--- src/rtl/lsu_pkg.sv ---
// Shared encodings for the load/store unit: access sizes, FSM states and byte-lane masks.
package lsu_pkg;

    localparam logic [1:0] SIZE_BYTE = 2'b00;
    localparam logic [1:0] SIZE_HALF = 2'b01;
    localparam logic [1:0] SIZE_WORD = 2'b10;

    typedef enum logic {
        ST_IDLE      = 1'b0,
        ST_RMW_WRITE = 1'b1
    } lsu_state_t;

    localparam logic [3:0] MASK_BYTE = 4'b0001;
    localparam logic [3:0] MASK_HALF = 4'b0011;
    localparam logic [3:0] MASK_WORD = 4'b1111;

    // Halves need an even address, words a multiple of four; bytes always fit.
    function automatic logic is_misaligned(input logic [1:0] size, input logic [1:0] offset);
        case (size)
            SIZE_BYTE: is_misaligned = 1'b0;
            SIZE_HALF: is_misaligned = offset[0];
            default:   is_misaligned = |offset;
        endcase
    endfunction

endpackage

--- src/rtl/lsu_if.sv ---
// Request/response and data-memory bus between datapath, load/store unit and memory.
interface lsu_if;
    logic        req_read;
    logic        req_write;
    logic [1:0]  req_size;
    logic        req_signed;
    logic [31:0] req_address;
    logic [31:0] req_store_data;
    logic [31:0] load_data;
    logic        stall;
    logic        misaligned;
    logic        fault;
    logic [31:0] mem_address;
    logic        mem_write;
    logic [31:0] mem_write_data;
    logic [31:0] mem_read_data;

    modport master (
        output req_read, req_write, req_size, req_signed, req_address, req_store_data,
        output mem_read_data,
        input  load_data, stall, misaligned, fault, mem_address, mem_write, mem_write_data
    );

    modport slave (
        input  req_read, req_write, req_size, req_signed, req_address, req_store_data,
        input  mem_read_data,
        output load_data, stall, misaligned, fault, mem_address, mem_write, mem_write_data
    );
endinterface

--- src/rtl/lane_align.sv ---
// Byte-lane steering: MERGE=0 extracts and extends a load lane, MERGE=1 merges store data into a word.
module lane_align
    import lsu_pkg::*;
#(
    parameter bit BIG_ENDIAN = 1'b0,
    parameter bit MERGE      = 1'b0
) (
    input  logic [1:0]  size,
    input  logic        sign_ext,
    input  logic [1:0]  offset,
    input  logic [31:0] word,
    input  logic [31:0] store_data,
    output logic [31:0] result
);
    logic [1:0]  byte_lane;
    logic        half_lane;
    logic [3:0]  lane_mask;
    logic [7:0]  lane_byte;
    logic [15:0] lane_half;

    assign byte_lane = BIG_ENDIAN ? (2'd3 - offset) : offset;
    assign half_lane = BIG_ENDIAN ? ~offset[1] : offset[1];
    assign lane_byte = word[{byte_lane, 3'b000} +: 8];
    assign lane_half = word[{half_lane, 4'b0000} +: 16];

    always_comb begin
        case (size)
            SIZE_BYTE: lane_mask = MASK_BYTE << byte_lane;
            SIZE_HALF: lane_mask = MASK_HALF << {half_lane, 1'b0};
            default:   lane_mask = MASK_WORD;
        endcase
    end

    generate
        if (MERGE) begin : g_merge
            logic [31:0] lane_src;
            logic        unused_merge;

            // Replicating the sub-word across all lanes lets the mask alone pick the target.
            always_comb begin
                case (size)
                    SIZE_BYTE: lane_src = {4{store_data[7:0]}};
                    SIZE_HALF: lane_src = {2{store_data[15:0]}};
                    default:   lane_src = store_data;
                endcase
            end

            for (genvar gi = 0; gi < 4; gi++) begin : g_lane
                assign result[8*gi +: 8] = lane_mask[gi] ? lane_src[8*gi +: 8] : word[8*gi +: 8];
            end

            assign unused_merge = ^{sign_ext, lane_byte, lane_half};
        end else begin : g_extract
            logic unused_extract;

            always_comb begin
                case (size)
                    SIZE_BYTE: result = {{24{sign_ext & lane_byte[7]}}, lane_byte};
                    SIZE_HALF: result = {{16{sign_ext & lane_half[15]}}, lane_half};
                    default:   result = word;
                endcase
            end

            assign unused_extract = ^{store_data, lane_mask};
        end
    endgenerate

endmodule

--- src/rtl/load_store_unit.sv ---
// MIPS load/store unit: single-cycle loads and word stores, 2-cycle read-modify-write for sb/sh.
module load_store_unit
    import lsu_pkg::*;
#(
    parameter bit BIG_ENDIAN        = 1'b0,
    parameter bit FAULT_ON_MISALIGN = 1'b1
) (
    input  logic clock,
    input  logic clear,
    lsu_if.slave bus
);
    lsu_state_t  state_reg;
    logic [31:0] rmw_addr_reg;
    logic [31:0] rmw_word_reg;
    logic        fault_reg;

    logic [1:0]  size_eff;
    logic [1:0]  offset_eff;
    logic [31:0] aligned_addr;
    logic        active;
    logic        bad_align;
    logic        suppress;
    logic        is_sub;
    logic [31:0] load_value;
    logic [31:0] merged_word;

    logic [31:0] load_data_next;
    logic        stall_next;
    logic        misaligned_next;
    logic [31:0] mem_address_next;
    logic        mem_write_next;
    logic [31:0] mem_write_data_next;

    assign size_eff     = (bus.req_size == 2'b11) ? SIZE_WORD : bus.req_size;
    assign active       = bus.req_read | bus.req_write;
    assign bad_align    = is_misaligned(size_eff, bus.req_address[1:0]);
    assign suppress     = active & bad_align & (state_reg == ST_IDLE) & FAULT_ON_MISALIGN;
    assign is_sub       = (size_eff != SIZE_WORD);
    assign aligned_addr = {bus.req_address[31:2], 2'b00};

    // Without fault suppression, misaligned accesses proceed with the offending low bits dropped.
    always_comb begin
        offset_eff = bus.req_address[1:0];
        case (size_eff)
            SIZE_BYTE: offset_eff = bus.req_address[1:0];
            SIZE_HALF: offset_eff = {bus.req_address[1], 1'b0};
            default:   offset_eff = 2'b00;
        endcase
    end

    lane_align #(.BIG_ENDIAN(BIG_ENDIAN), .MERGE(1'b0)) u_load_align (
        .size       (size_eff),
        .sign_ext   (bus.req_signed),
        .offset     (offset_eff),
        .word       (bus.mem_read_data),
        .store_data (bus.req_store_data),
        .result     (load_value)
    );

    lane_align #(.BIG_ENDIAN(BIG_ENDIAN), .MERGE(1'b1)) u_store_merge (
        .size       (size_eff),
        .sign_ext   (bus.req_signed),
        .offset     (offset_eff),
        .word       (bus.mem_read_data),
        .store_data (bus.req_store_data),
        .result     (merged_word)
    );

    // Outputs are gated by clear so a reset mid-RMW can never leak a write to memory.
    always_comb begin
        load_data_next      = 32'h0;
        stall_next          = 1'b0;
        misaligned_next     = 1'b0;
        mem_address_next    = 32'h0;
        mem_write_next      = 1'b0;
        mem_write_data_next = 32'h0;
        if (!clear) begin
            if (state_reg == ST_RMW_WRITE) begin
                mem_address_next    = rmw_addr_reg;
                mem_write_next      = 1'b1;
                mem_write_data_next = rmw_word_reg;
            end else begin
                mem_address_next = aligned_addr;
                misaligned_next  = active & bad_align;
                if (!suppress) begin
                    if (bus.req_write) begin
                        if (is_sub) begin
                            stall_next = 1'b1;
                        end else begin
                            mem_write_next      = 1'b1;
                            mem_write_data_next = bus.req_store_data;
                        end
                    end else if (bus.req_read) begin
                        load_data_next = load_value;
                    end
                end
            end
        end
    end

    always_ff @(posedge clock or posedge clear) begin
        if (clear) begin
            state_reg    <= ST_IDLE;
            rmw_addr_reg <= 32'h0;
            rmw_word_reg <= 32'h0;
            fault_reg    <= 1'b0;
        end else begin
            case (state_reg)
                ST_IDLE: begin
                    if (suppress) begin
                        fault_reg <= 1'b1;
                    end
                    if (bus.req_write && is_sub && !suppress) begin
                        rmw_word_reg <= merged_word;
                        rmw_addr_reg <= aligned_addr;
                        state_reg    <= ST_RMW_WRITE;
                    end
                end
                default: state_reg <= ST_IDLE;
            endcase
        end
    end

    assign bus.load_data      = load_data_next;
    assign bus.stall          = stall_next;
    assign bus.misaligned     = misaligned_next;
    assign bus.fault          = fault_reg;
    assign bus.mem_address    = mem_address_next;
    assign bus.mem_write      = mem_write_next;
    assign bus.mem_write_data = mem_write_data_next;

endmodule

--- src/flat_wrapper.sv ---
// flat-port wrapper written by rule: the top's interface ports become plain ports
module load_store_unit_flat import lsu_pkg::*;
#(
    parameter bit BIG_ENDIAN        = 1'b0,
    parameter bit FAULT_ON_MISALIGN = 1'b1
)
  (clock, clear, bus_req_read, bus_req_write, bus_req_size, bus_req_signed, bus_req_address, bus_req_store_data, bus_mem_read_data, bus_load_data, bus_stall, bus_misaligned, bus_fault, bus_mem_address, bus_mem_write, bus_mem_write_data);
  lsu_if bus_i ();
  input  logic clock;
  input  logic clear;
  input wire logic [$bits(bus_i.req_read)-1:0] bus_req_read;
  input wire logic [$bits(bus_i.req_write)-1:0] bus_req_write;
  input wire logic [$bits(bus_i.req_size)-1:0] bus_req_size;
  input wire logic [$bits(bus_i.req_signed)-1:0] bus_req_signed;
  input wire logic [$bits(bus_i.req_address)-1:0] bus_req_address;
  input wire logic [$bits(bus_i.req_store_data)-1:0] bus_req_store_data;
  input wire logic [$bits(bus_i.mem_read_data)-1:0] bus_mem_read_data;
  output wire logic [$bits(bus_i.load_data)-1:0] bus_load_data;
  output wire logic [$bits(bus_i.stall)-1:0] bus_stall;
  output wire logic [$bits(bus_i.misaligned)-1:0] bus_misaligned;
  output wire logic [$bits(bus_i.fault)-1:0] bus_fault;
  output wire logic [$bits(bus_i.mem_address)-1:0] bus_mem_address;
  output wire logic [$bits(bus_i.mem_write)-1:0] bus_mem_write;
  output wire logic [$bits(bus_i.mem_write_data)-1:0] bus_mem_write_data;
  assign bus_i.req_read = bus_req_read;
  assign bus_i.req_write = bus_req_write;
  assign bus_i.req_size = bus_req_size;
  assign bus_i.req_signed = bus_req_signed;
  assign bus_i.req_address = bus_req_address;
  assign bus_i.req_store_data = bus_req_store_data;
  assign bus_i.mem_read_data = bus_mem_read_data;
  assign bus_load_data = bus_i.load_data;
  assign bus_stall = bus_i.stall;
  assign bus_misaligned = bus_i.misaligned;
  assign bus_fault = bus_i.fault;
  assign bus_mem_address = bus_i.mem_address;
  assign bus_mem_write = bus_i.mem_write;
  assign bus_mem_write_data = bus_i.mem_write_data;
  load_store_unit #(.BIG_ENDIAN(BIG_ENDIAN), .FAULT_ON_MISALIGN(FAULT_ON_MISALIGN)) u_core (.clock(clock), .clear(clear), .bus(bus_i));
endmodule
--- config.mk ---
export PLATFORM = sky130hd
export DESIGN_NAME = load_store_unit_flat
export DESIGN_NICKNAME = d
export VERILOG_FILES = /design/src/rtl/lsu_pkg.sv /design/src/rtl/lsu_if.sv /design/src/rtl/lane_align.sv /design/src/rtl/load_store_unit.sv /design/src/flat_wrapper.sv
export SDC_FILE = /design/constraint.sdc
export NUM_CORES = 1
export LEC_CHECK = 0
export ABC_AREA = 0
export ABC_CLOCK_PERIOD_IN_PS = 4850
export BUFFER_PORTS_ARGS = -buffer_cell sky130_fd_sc_hd__buf_2
export CAP_MARGIN = 15
export CORE_MARGIN = 1
export CORE_UTILIZATION = 44
export CTS_CLUSTER_SIZE = 8
export DETAILED_ROUTE_END_ITERATION = 10
export GPL_ROUTABILITY_DRIVEN = 0
export GPL_TIMING_DRIVEN = 0
export PLACE_DENSITY_LB_ADDON = 0.1
export SKIP_CTS_REPAIR_TIMING = 1
export SYNTH_ARGS = -nofsm -noshare
export SYNTH_HDL_FRONTEND = slang
export SYNTH_SLANG_ARGS = --single-unit
--- constraint.sdc ---
create_clock -name clock -period 4.85 [get_ports clock]
set_input_delay 1.2125 -clock clock [delete_from_list [all_inputs] [get_ports clock]]
set_output_delay 1.2125 -clock clock [all_outputs]
set_load 0.03 [all_outputs]
# == Word-level counts from Yosys, hierarchy flattened ==
# Cells that the tools add are included.
# word_totals
regBits,64
latchBits,0
mem_bits_rw,0
mem_bits_ro,0
input_bits,103
output_inout_bits,100
word_cells,60
mem_count,0
# op_classes
addsub,0
n_mul,0
div_mod_pow,0
magnitude_cmp,0
n_eq_ne,3
shifts,4
mux,36
bitwise_logic,6
n_reduce_logical,7
# op_table
op,count
$mux W32,12
$pmux W32 S2,2
$mux W8,4
$shiftx A32 B6 Y16,1
$shiftx A32 B6 Y8,1
$mux W1,14
$pmux W4 S2,1
$and A1 B1 Y1,4
$pmux W2 S2,1
$reduce_and A2 Y1,2
$shl A1 B2 Y4 const A,1
$shl A2 B2 Y4 const A,1
$eq A2 B1 Y1 const B,1
$eq A2 B2 Y1 const B,1
$logic_and A1 B1 Y1,2
$logic_not A2 Y1,1
$mux W2,1
$ne A2 B2 Y1 const B,1
$pmux W1 S2,1
$reduce_or A2 Y1,1
$logic_not A1 Y1,1
$not A1 Y1,1
$or A1 B1 Y1,1

# == Longest topological paths before layout ==
# Gate-level depths: netlist of run 1.
# logic_depth
ltp_word,12
ltp_mapped,7
depth_no_buf,4

# == Modules after synthesis ==
# From an unflattened synthesis of run 1, not the netlist that was laid out.
# unflattened
hier_cells,541
area_unflattened_um2,5351.4
# modules_own_cells
mod,n_inst,cells_each,area_each_um2,seq_area_each_um2
load_store_unit,1,328,3861.2,1601.5
lane_align (u_core.u_store_merge),1,96,765.7,0.0
lane_align (u_core.u_load_align),1,117,724.4,0.0

# == Least setup slack after synthesis of run 1 ==
# No wires, ideal clock.
# synth_path
kind,input to output
startpoint,input port clear
endpoint,output port bus_mem_write_data[10]
arrival_ns,3.880
t_required_ns,3.638
slack_ns,-0.242
cell_stages,5
path_buffers,2
cell_sequence,clkbuf_1 -> inv_1 -> o21ai_1 -> clkbuf_1 -> nor2_1
# synth_via
elab_chain_len,1
# synth_lines
element,line,source
from (decl),flat_wrapper.sv:10,input logic clear;
$mux W32,load_store_unit.sv:77,if (!clear) begin
to (decl),flat_wrapper.sv:24,output wire logic [$bits(bus_i.mem_write_data)-1:0] bus_mem_write_data;
# No other way between the ends.

# == Worst setup path in the final report of run 1 ==
# layout_path
startpoint,input port clear
endpoint,output port bus_mem_write_data[14]
# Same word-level chain as after synthesis.

==> run metrics, run 1 <==
diode count=0; outcome=complete, no violations; HPWL after DPL=12.5 mm; post-synth cell types=43; Chip Height=106 microns; Layout area overhead=29.6%; Yosys reg bits=64; most frequent cells after synthesis=mux2i_1 (102), nor2_1 (66), dfrtp_1 (64), mux2_2 (49), nand2_1 (49); number of flops mapped to enable cells by yosys=0; fin. max-slew vios=0; Syn Area/Cell=9.21 sq um; slack of the worst reg-to-reg path=2.90 ns; pwr dens=285 mW/mm^2; VDD IR max=0.188 mV; Post-DRT Antenna Nets=0; CTS clk-pin slew, worst paths=0.08 ns; top-count cell post-synth=mux2i_1; drt total wl=16.5 mm; TritonCTS clock tree=built; Layout Cells excl Fill=873; Hold Path Class=reg2reg; Tmin final=4.67 ns; YS warnings=0; WS Path Type=in2out; I/O Buffers=197; worst setup slack after layout=0.181 ns; Mapped Cells=521; Critical Path AT=3.46 ns; H-tree Lvls=3; fmax=0.214 GHz; Worst Hold Depth=1; FF/Latch Area=0.00160 sq mm; Worst-Margin Slew=0.803 ns; Setup-failing EPs final=0; max cap viols=0; Synth area leaders=dfrtp_1 (33%), mux2i_1 (21%), mux2_2 (12%), nor2_1 (5.2%), nand2_1 (3.8%); CP endpoint kind=primary output; GR Overflow Total=0; FF-to-FF path depth=7; Worst-Skew Late Latency=0.36 ns; Worst Setup Start Kind=input pin; post-route cell area=0.00622 sq mm; vias=4749; RSZ-0062 raised after global routing=no; multi-input logic area=0.00289 sq mm; clk buf depth=2; max reg flops=32; CTS buffer count=9; CP Max Fanout=17; DR WL/cell=18.9 microns; nets=835; Seq/Total Area, Yosys=0.334; fillers=940; Data required, critical path=3.64 ns; FF-to-FF End=u_core.rmw_word_reg[15]; DP Worst Slack=-0.409 ns; Starting Density=0.458; ys flop type=dfrtp_1; fraction of layout cells with a size suffix above 1=0.422; Hold Startpoint=u_core.bus.fault; core box area=0.0105 sq mm; placed cell areas=0.00598 sq mm; fraction of registers with async set/reset=1.00; Leak Pwr=0.00329 uW; Rel. slew slack=0.462; first-pass GRT wire length=24.4 mm; Final Cycle Share=0.963; Global Route Usage Sum=0.289; Netlist Area Pre-Place=0.00480 sq mm; Initial DRC Count=301; Via-to-Cell Ratio=5.44; DRT Pass-1 Iters=7; DIE AREA=0.0113 sq mm; endpoints failing hold=0; placed cell count=856; DRC errors left=0; vias in the first global route=4500; top cell type's share of synthesized area=0.334; Worst Hold Path EP=u_core.bus.fault; Crit Reg-Reg Startpoint=u_core.state_reg; clk_skew=0.0173 ns; initial antenna violation count=0; die width=106 microns; # rows=37; IO Count=203; area leader, netlist=dfrtp_1; clk root buf=clkbuf_8; WHS=0.480 ns; Sink Count=64; largest net degree at the start of global routing=34
## worst max path at each step
| stage | cells past startpoint | slack, ns | from | to |
|---|---|---|---|---|
| 2_1_floorplan | 5 | 0.12 | clear | bus_mem_write |
| 3_3_place_gp | 6 | -1.22 | clear | bus_mem_write_data[14] |
| 3_5_place_dp | 6 | -0.41 | clear | bus_mem_write_data[14] |
| 4_1_cts | 6 | -0.43 | clear | bus_mem_write_data[14] |
| 5_1_grt | 6 | 0.005 | clear | bus_mem_write_data[14] |
| 6_report | 6 | 0.18 | clear | bus_mem_write_data[14] |
## placed cells by master, fill, tap and decap left out, types with 4 or more instances in the layout
cell        n
clkbuf_8   10
mux2_2     49
nor3_1      5
o21ai_1    32
nor2_1     66
buf_2     216
o21ai_0    15
o22ai_1     4
nand2_1    49
dfrtp_1    64
inv_1      20
mux4_2      5
and2_1      6
o211a_1     7
mux2i_1   102
buf_4       5
clkbuf_1   18
a21oi_1    18
## cell type report
class,count,share of cell area
clock buffers,10,0.0221
inverters,23,0.0145
clock inverters,6,0.0147
repair inverters,1,0.000805
repair buffers,198,0.162
well taps,136,0.0274
multi-input cells,391,0.465
plain buffers,44,0.0358
flip-flops and latches,64,0.258
## metal layers
layer	global-route usage	up-vias	share of wire
li1	-	2250	-
met1	0.359	2219	0.40
met2	0.477	250	0.48
met3	0.0779	30	0.093
met4	0.114	0	0.029
met5	0	-	0
## critical path, stage by stage
cell	delay, ns
clkbuf_1	0.45
clkinvlp_4	0.58
o21ai_2	0.37
clkbuf_1	0.48
nor2_1	0.14
buf_2	0.22
## logic make-up after synthesis
| family | after synthesis | synth area share |
|---|---|---|
| simple gates | 139 | 0.127 |
| mux | 156 | 0.351 |
| compound gates | 94 | 0.123 |
| buf+inv | 67 | 0.0644 |
| flops | 64 | 0.334 |
| other cells | 1 | 0.000782 |
## power by group
group	switching [uW]	internal, uW	total (uW)
clock	246	306	552
sequential	54.2	638	692
combinational	306	218	525
total	606	1160	1770
## through the flow
| step | TNS (ns) | util | total power, uW |
|---|---|---|---|
| final | 0 | 0.594 | 1770 |
| after floorplan | 0 | - | 1050 |
| after global placement | -37.99 | 0.570 | 1200 |
| after CTS | -10.71 | 0.593 | 1770 |
| after detailed placement | -10.19 | 0.572 | 1220 |
| after global routing | 0 | 0.594 | 1850 |
(Power assumes the default switching activity.)
==> inputs of run 2 (changes only) <==
--- a/config.mk
+++ b/config.mk
@@ -5,16 +5,16 @@
 export SDC_FILE = /design/constraint.sdc
 export NUM_CORES = 1
 export LEC_CHECK = 0
-export ABC_AREA = 0
-export ABC_CLOCK_PERIOD_IN_PS = 4850
+export ABC_CLOCK_PERIOD_IN_PS = 4700
 export BUFFER_PORTS_ARGS = -buffer_cell sky130_fd_sc_hd__buf_2
 export CAP_MARGIN = 15
 export CORE_MARGIN = 1
-export CORE_UTILIZATION = 44
+export CORE_UTILIZATION = 49
 export CTS_CLUSTER_SIZE = 8
 export DETAILED_ROUTE_END_ITERATION = 10
 export GPL_ROUTABILITY_DRIVEN = 0
 export GPL_TIMING_DRIVEN = 0
+export HOLD_SLACK_MARGIN = 0.12
 export PLACE_DENSITY_LB_ADDON = 0.1
 export SKIP_CTS_REPAIR_TIMING = 1
 export SYNTH_ARGS = -nofsm -noshare
==> constraint.sdc (replaced) <==
create_clock -name clock -period 4.7 [get_ports clock]
set_input_delay 1.175 -clock clock [delete_from_list [all_inputs] [get_ports clock]]
set_output_delay 1.175 -clock clock [all_outputs]
set_load 0.03 [all_outputs]
==> run 2 against run 1 <==
Against the previous run: cell count decreased by 0.57%; sequential power increased by 3%; global-route usage increased by 1.5 points; clock power decreased by 11%; clock-buffer cell count unchanged; critical path depth increased by 1; worst hold slack improved by 0.0085 ns; cell area decreased by 0.46%; critical path type unchanged.
==> run metrics, run 2 (synthesis gave the netlist of run 1 again) <==
Buf+Inv Stages, Crit Path=5 (+1); DRC errors left=0 (unchanged); drt total wl=15.4 mm (-7.0%); die width=101 microns (-5.1%); HPWL after DPL=11.8 mm (-6.3%); Global Route Usage Sum=0.304 (+0.0146); WS Path Type=in2out; placed cell count=849 (-0.82%); setup_tns=0 ns (unchanged); H-tree Lvls=3 (unchanged); initial antenna violation count=0 (unchanged); Post-DRT Antenna Nets=0 (unchanged); largest net degree at the start of global routing=37 (+8.8%); # rows=35 (-5.4%); Layout area overhead=29.0%; Worst Hold Depth=2 (+1); vias=4734 (-0.32%); CP endpoint kind=primary output; metal2 WL=7.48 mm (-5.2%); clk root buf=clkbuf_8; endpoints failing hold=0 (unchanged); Chip Height=101 microns (-5.1%); Rel. slew slack=0.482 (+0.0201); Worst-Skew Late Latency=0.35 ns (about the same); first-pass GRT wire length=23.4 mm (-3.9%); Setup-failing EPs final=0 (unchanged); post-route cell area=0.00619 sq mm (-0.46%); Hold Startpoint=u_core.rmw_word_reg[7]; most common cell after layout, fill and taps aside=buf_2; kind of cell adding the most delay to the critical path=buffers and inverters; Starting Density=0.512 (+0.0534); slowest CP cell=buf_1; Initial DRC Count=171 (-43%); placed cell areas=0.00597 sq mm (-0.15%); DRT Pass-1 Iters=4 (-3); CTS buffer count=9 (unchanged); Leak Pwr=0.00327 uW (-0.58%); core box area=0.00937 sq mm (-10%); met3 routed WL=1.14 mm (-25%); Worst Hold Path EP=u_core.rmw_word_reg[7]; IO Count=203 (unchanged); Via-to-Cell Ratio=5.45 (+0.26%); Data required, critical path=3.52 ns (-0.12 ns); Hold Path Class=reg2reg; outcome=complete, no violations; Layout Cells excl Fill=868 (-0.57%); Crit Reg-Reg Startpoint=u_core.state_reg; clk buf depth=2 (unchanged); Critical Path AT=3.38 ns (-0.08 ns); DIE AREA=0.0102 sq mm (-10%); fillers=858 (-8.7%); Worst path max stage delay=0.50 ns (-0.08 ns); VDD IR max=0.222 mV (+18%); nets=837 (+0.24%); DR WL/cell=17.7 microns (-6.5%); fin. max-slew vios=0 (unchanged); max cap viols=0 (unchanged); FF-to-FF path depth=7 (unchanged); top routing layer in use=met4; fraction of layout cells with a size suffix above 1=0.421 (-0.00114); I/O Buffers=197 (unchanged); commonest non-fill, non-tap cells in the layout=buf_2 (216), mux2i_1 (102), nor2_1 (66); Worst-Margin Slew=0.770 ns (-0.0328 ns); Final Cycle Share=0.970; Worst Setup Start Kind=input pin; max reg flops=32 (unchanged); vias in the first global route=4563 (+1.4%); Tmin final=4.56 ns; TritonCTS clock tree=built; WHS=0.489 ns (+0.00850 ns); Critical Path, Cell by Cell=clkbuf_1 -> clkinvlp_4 -> buf_12 -> o21ai_1 -> buf_1 -> nor2_1 -> buf_2; fmax=0.219 GHz; CP Max Fanout=36 (+19); FF-to-FF End=u_core.rmw_word_reg[1]; GR Overflow Total=0 (unchanged); clk_skew=0.0104 ns (-0.00693 ns); pwr dens=282 mW/mm^2 (-1.1%); diode count=0 (unchanged); slack of the worst reg-to-reg path=2.71 ns (-0.19 ns); wire length on met1=6.14 mm (-7.2%); CTS clk-pin slew, worst paths=0.07 ns (about the same); Sink Count=64 (unchanged)
==> run 2: power breakdown <==
| group | switching [uW] | internal [uW] | total [uW] |
|---|---|---|---|
| clock | 243 | 247 | 490 |
| sequential | 53.8 | 658 | 712 |
| combinational | 314 | 226 | 540 |
| total | 611 | 1130 | 1740 |
==> run 2: metrics by stage <==
step / power, uW / setup WS (ns) / utilization
after floorplan: 1080 / 0.0425 / -
after global placement: 1240 / -1.28 / 0.635
after detailed placement: 1260 / -0.522 / 0.637
after CTS: 1740 / -0.524 / 0.658
after global routing: 1830 / -0.00983 / 0.660
final: 1740 / 0.143 / 0.660
==> run 2: how the worst max path moves through the flow <==
stage	from	endpoint	cells after the start	slack, ns
floorplan	clear	bus_mem_write	5	0.04
global placement	clear	bus_mem_write_data[14]	6	-1.28
detailed placement	clear	bus_mem_write_data[14]	7	-0.52
CTS	clear	bus_mem_write_data[14]	7	-0.52
global route	clear	bus_mem_write_data[14]	7	-0.01
finish	clear	bus_mem_write_data[14]	7	0.14
==> run 2: layout make-up <==
cell class              instances  area (sq um)  area share
clock inverters                 6          70.1      0.0113
flip-flops and latches         64          1600       0.259
inverters                      23          90.1      0.0146
multi-input cells             391          2890       0.467
well taps                     129           161      0.0261
repair inverters                1          5.00    0.000809
clock buffers                  10           128      0.0206
repair buffers                200          1020       0.165
plain buffers                  44           223      0.0360
==> run 2: tightest hold or removal path, cell delays in order (launching register included) <==
cell	delay, ns
dfrtp_1	0.34
nand2_1	0.05
o21ai_1	0.06
==> run 2: routing by layer <==
metal	up-vias	GRT usage
met5	-	0
met4	0	0.161
met3	56	0.0555
met2	231	0.522
met1	2199	0.362
li1	2248	-
